$ cat config.mk
export PLATFORM = sky130hd
export DESIGN_NAME = hazard_ctrl
export DESIGN_NICKNAME = d
export VERILOG_FILES = /design/src/rtl/hazard_ctrl.sv
export SDC_FILE = /design/constraint.sdc
export NUM_CORES = 1
export LEC_CHECK = 0
export ABC_AREA = 1
export BUFFER_PORTS_ARGS = -buffer_cell sky130_fd_sc_hd__buf_2
export CAP_MARGIN = 0
export CORE_ASPECT_RATIO = 1.2
export CORE_MARGIN = 2
export CORE_UTILIZATION = 38
export CTS_BUF_LIST = sky130_fd_sc_hd__clkbuf_16
export DETAILED_ROUTE_END_ITERATION = 16
export PLACE_DENSITY = 0.71
export SYNTH_ARGS = -nofsm -noshare
export SYNTH_HDL_FRONTEND = slang
export SYNTH_SLANG_ARGS = --single-unit
$ cat constraint.sdc
create_clock -name clk -period 3.7 [get_ports clk]
set_input_delay 0.555 -clock clk [delete_from_list [all_inputs] [get_ports clk]]
set_output_delay 0.555 -clock clk [all_outputs]
set_load 0.005 [all_outputs]
$ cat src/rtl/hazard_ctrl.sv
// hazard_ctrl: stall/bubble controller tracking E/M destination shadows against D-stage Tuse.
// Define HAZARD_MD_EN to also serialise mult/div via a busy countdown.
module hazard_ctrl (
  input  logic       clk,
  input  logic       reset,
  input  logic [4:0] rs_D,
  input  logic [4:0] rt_D,
  input  logic [1:0] tuse_rs_D,
  input  logic [1:0] tuse_rt_D,
  input  logic [4:0] wa_D,
  input  logic [1:0] tnew_D,
  input  logic       md_start_D,
  input  logic       md_div_D,
  input  logic       md_use_D,
  output logic       stall,
  output logic       clr_E,
  output logic       md_busy
);
  logic [4:0] wa_E, wa_M;
  logic [1:0] tnew_E, tnew_M;
  logic       hz_rs, hz_rt, hz_md;
  always_comb begin
    hz_rs = rs_D != 5'd0 && tuse_rs_D != 2'd3 &&
            ((wa_E == rs_D && tnew_E > tuse_rs_D) || (wa_M == rs_D && tnew_M > tuse_rs_D));
    hz_rt = rt_D != 5'd0 && tuse_rt_D != 2'd3 &&
            ((wa_E == rt_D && tnew_E > tuse_rt_D) || (wa_M == rt_D && tnew_M > tuse_rt_D));
    stall = hz_rs | hz_rt | hz_md;
    clr_E = stall;
  end
  always_ff @(posedge clk) begin
    if (reset) begin
      wa_E   <= 5'd0;
      tnew_E <= 2'd0;
      wa_M   <= 5'd0;
      tnew_M <= 2'd0;
    end else begin
      wa_E   <= stall ? 5'd0 : wa_D;
      tnew_E <= stall ? 2'd0 : tnew_D;
      wa_M   <= wa_E;
      tnew_M <= tnew_E == 2'd0 ? 2'd0 : tnew_E - 2'd1;
    end
  end
`ifdef HAZARD_MD_EN
  logic       md_start_E, md_div_E;
  logic [3:0] md_cnt;
  always_comb begin
    md_busy = md_start_E | (md_cnt != 4'd0);
    hz_md   = md_use_D & md_busy;
  end
  always_ff @(posedge clk) begin
    if (reset) begin
      md_start_E <= 1'b0;
      md_div_E   <= 1'b0;
      md_cnt     <= 4'd0;
    end else begin
      md_start_E <= stall ? 1'b0 : md_start_D;
      md_div_E   <= stall ? 1'b0 : md_div_D;
      md_cnt     <= md_start_E ? (md_div_E ? 4'd10 : 4'd5) : md_cnt - {3'd0, md_cnt != 4'd0};
    end
  end
`else
  logic unused_md;
  always_comb begin
    unused_md = ^{md_start_D, md_div_D, md_use_D};
    md_busy   = 1'b0;
    hz_md     = 1'b0;
  end
`endif
endmodule

After elaboration in Yosys (flattened, before gate mapping):

Index checks and enable logic that the tools add are counted.

* add/sub/neg operators: 1
* multipliers: 0
* divide/modulo/power cells: 0
* order comparisons: 4
* eq/ne operators: 6
* shift-type cells: 0
* multiplexer cells: 0
* bitwise gates (word level): 1
* reduce and logical (&&, ||, !) cells: 15

Operator list (number)
* $eq A5 B5 Y1: 4
* $reduce_bool A5 Y1: 2
* $gt A2 B2 Y1: 4
* $logic_and A1 B1 Y1: 8
* $ne A2 B2 Y1 const B: 2
* $reduce_or A2 Y1: 2
* $logic_not A2 Y1: 1
* $logic_or A1 B1 Y1: 2
* $sub A2 B1 Y2 const B: 1
* $or A1 B1 Y1: 1

* register bits after elaboration: 14
* bits in latches: 0
* RAM bits: 0
* bits in read-only memories: 0
* output and inout port bits: 3
* memories: 0

Logic depth before layout (Yosys ltp):

* depth in word-level cells: 6
* mapped depth: 12
* mapped depth without buffers: 12

Worst setup path before layout:

No wires, ideal clock.

* path type: input -> output
* start: in tuse_rs_D[1]
* end: out stall
* arrival: 1.544 ns
* data required time: 3.145 ns
* slack: 1.601 ns
* stages on the path: 12
* buffers on the path: 1
* path through: inv_1 > ha_1 > nand2_1 > inv_1 > nor2_1 > nand2_1 > nor2_1 > nand2_1 > nand2_1 > nand2_2 > nand2_1 > buf_4

* longest elaborated chain between the ends: 5

Ends and longest elaborated chain
* start: declaration: line 8 `input logic [1:0] tuse_rs_D,`
* $gt A2 B2 Y1: line 24 `((wa_E == rs_D && tnew_E > tuse_rs_D) || (wa_M == rs_D && tnew_M > tuse_rs_D));`
* $logic_and A1 B1 Y1: line 24
* $logic_or A1 B1 Y1: line 24
* $logic_and A1 B1 Y1 *: line 23 `hz_rs = rs_D != 5'd0 && tuse_rs_D != 2'd3 &&`
* $or A1 B1 Y1 *: line 27 `stall = hz_rs | hz_rt | hz_md;`
* end: declaration: line 15 `output logic stall,`

Mark *: on every way between the ends. The rest lies on a longest branch, timed or not.

Final worst setup path:

* start: in tuse_rs_D[1]
* end: out clr_E

* longest elaborated chain between the ends: 5

Ends and longest elaborated chain
* $gt A2 B2 Y1: line 24
* $logic_and A1 B1 Y1: line 24
* $logic_or A1 B1 Y1: line 24
* $logic_and A1 B1 Y1 *: line 23
* $or A1 B1 Y1 *: line 27
* end: declaration: line 16 `output logic clr_E,`

Marks and branches as above.

==> summary.md <==
| Metric | Value |
|---|---|
| Status | `finished, final reports clean` |
| Initial antenna violation count | `0` |
| Synth area leader | `dfxtp_1` |
| Layout net count | `228` |
| Flop2flop setup slack | `2230 ps` |
| Global route total overflow | `0` |
| RSZ-0062 raised after global routing | `no` |
| Sequential area share after synthesis | `approximately 28%` |
| Power Total | `0.000451 W` |
| CTS tree | `done` |
| Layout cells sized above 1 | `16.7%` |
| DIE AREA | `3100 um^2` |
| Primary FF master, synth | `dfxtp_1` |
| Power Internal | `0.000340 W` |
| Max Cap Viol | `0` |
| Synth area leaders | `dfxtp_1, nand2_1, inv_1, ha_1, nor2_1` |
| Die H | `60.6 um` |
| Crit path DAT | `around 1700 ps` |
| Area Overhead vs Synth | `21.8%` |
| EDFF count, synth | `0` |
| Sw frac | `24.5%` |
| Final worst-path cycle share | `61.7%` |
| Syn nets | `between 200 and 250` |
| Vias per cell | `~4.2` |
| Post-Synthesis Cells | `167` |
| Post-synth top cells | `nand2_1, inv_1, nor2_1, dfxtp_1, ha_1` |
| Largest net degree at the start of global routing | `9` |
| Row count | `20` |
| # H-tree levels | `1` |
| Vias | `~950` |
| Cells along the critical path | `buf_2 > inv_1 > ha_1 > nand2_1 > inv_1 > nor2_1 > nand2_1 > nor2_1 > nand2_1 > nand2_1 > nand2_2 > nand2_1 > buf_2` |
| CP Launch Type | `primary input` |
| Core Area | `2530 um^2` |
| Reg-to-reg startpoint | `tnew_E[0]` |
| Clk pin slew, worst setup/hold paths | `40 ps` |
| Synth Area per Inst | `6.08 um^2` |
| Total Routing Usage GR | `14.3%` |
| Post-CTS Setup Repair Bufs | `0` |
| Fin. Hold Viols | `0` |
| Setup crit start | `tuse_rs_D[1]` |
| Min-Delay Startpoint | `tnew_E[0]` |
| Mapped cell area | `1010 um^2` |
| Leakage | `0.734 nW` |
| Combinational power share | `19.1%` |
| Diode count | `0` |
| DP Worst Slack | `around 1400 ps` |
| Hold Path Class | `reg -> reg` |
| Setup_tns | `0 ps` |
| WL/cell | `between 8 and 9 um` |
| Clock sinks | `14` |
| PwrDens | `364 nW/um^2` |
| Final Cell Area | `1240 um^2` |
| Net switching power figure | `0.000110 W` |
| Vias in the first global route | `839` |
| Critical path's largest stage delay | `around 300 ps` |
| Post-layout util | `48.9%` |
| Syn. warnings | `0` |
| Area fraction of the dominant cell type after synthesis | `27.6%` |
| Initial Utilization | `40.1%` |
| I/O pins | `29` |
| Die W | `51.2 um` |
| Root buffer cell | `clkbuf_16` |
| Hold Buf Count CTS | `0` |
| Number of port buffers | `24` |
| Iter 0 DRT Violations | `17` |
| Gpl congestion | `~0.76` |
| Most frequent CP cell | `nand2_1` |
| Critical Path Fanout Max | `2` |
| Min Tclk post-route | `2280 ps` |
| HPWL after detailed placement | `~1600 um` |
| Clock share of power | `between 40% and 50%` |
| F_max | `about 440 MHz` |
| Post-synthesis register bit count | `14` |
| DRC Markers | `0` |
| Asr flop ratio synth | `0%` |
| First-pass GRT wire length | `3260 um` |
| Placement Cell Area | `about 1200 um^2` |
| Setup violations, final | `0` |
| Clk_lat worst skew | `between 200 and 250 ps` |
| Worst path slowest cell | `ha_1` |
| Routed Antenna Nets | `0` |
| Fin worst setup slack | `1420 ps` |
| Slew Limit Fails | `0` |
| Setup CP Type | `in -> out` |
| Drt total wl | `1890 um` |
| CTS buffer count | `3` |
| Req. time, crit path | `3140 ps` |
| CP endpoint kind | `primary output` |
| Peak VDD IR | `0.000302 V` |
| Final clock skew | `3.50 ps` |
| PostCTS Resize Cnt | `0` |
| Sequential power share | `36.9%` |
| Pre-Repair DR Iteration Count | `4` |
| Clock Tree Buf Depth | `2` |
| Netlist cell types | `18` |
| Most frequent cell after synthesis | `nand2_1` |
## metal layers
layer / share of wire, % / track usage [%] / vias up
li1: - / - / 537
met1: 45 / 16.7 / 386
met2: 49 / 25.0 / 21
met3: 4.1 / 1.48 / 4
met4: 1.6 / 9.27 / 0
met5: 0 / 0 / -
## power by group through the flow
stage | clock network, W | registers (W) | logic (W)
after global routing | 0.000210 | 0.000167 | 0.000103
final | 0.000199 | 0.000166 | 0.0000859
after CTS | 0.000203 | 0.000166 | 0.0000878
after global placement | 0 | 0.000169 | 0.0000856
after floorplan | 0 | 0.000167 | 0.0000600
after detailed placement | 0 | 0.000169 | 0.0000871
## worst max-delay path: cells and delay by family
family	cells	cell delay, ps
buffers and inverters	4	290
adder cells (fa/ha/maj)	1	300
AND/OR/NAND/NOR	8	580
## final timing paths
path | to | cells after the start
hold reg to reg | tnew_M[0] | 1
setup reg to reg | tnew_E[1] | 12
setup / recovery | clr_E | 13
hold / removal | tnew_M[0] | 1
## logic make-up after synthesis
group / Yosys count / share of synthesized area, %
XOR/XNOR: 5 / 4.32
flip-flops: 14 / 27.6
adder cells (fa/ha/maj): 9 / 11.1
AO/OA/AOI/OAI: 7 / 3.45
buffers and inverters: 41 / 15.9
other: 1 / 0.370
AND/OR/NAND/NOR: 90 / 37.2
## placed cells by master, fill, tap and decap left out, types with 3 or more instances in the layout
master / count
buf_2: 24
clkbuf_16: 3
ha_1: 9
nand2_1: 46
nor2_1: 29
nand3_1: 8
dfxtp_1: 14
inv_1: 38
xor2_1: 3
a21oi_1: 4
o21ai_0: 3
## per-stage QoR
| step | std cells | hold slack [ps] |
|---|---|---|
| after floorplan | 167 | 400 |
| after global placement | 221 | 413 |
| after detailed placement | 221 | 414 |
| after CTS | 225 | 422 |
| after global routing | 225 | 436 |
| final | 225 | 422 |
## sequential cells by signal, summed over array words and instances, names as in the netlist
| name | count |
|---|---|
| tnew_E | 2 |
| tnew_M | 2 |
| wa_E | 5 |
| wa_M | 5 |
## final cells by class
type	instances	area (um^2)
Sequential cell	14	280
Multi-Input combinational cell	112	573
Clock inverter	1	3.75
Tap cell	33	41.3
Inverter	38	143
Fill cell	272	1290
Timing Repair Buffer	24	120
Clock buffer	3	75.1
Note: power is estimated with default switching activity, not from simulation.
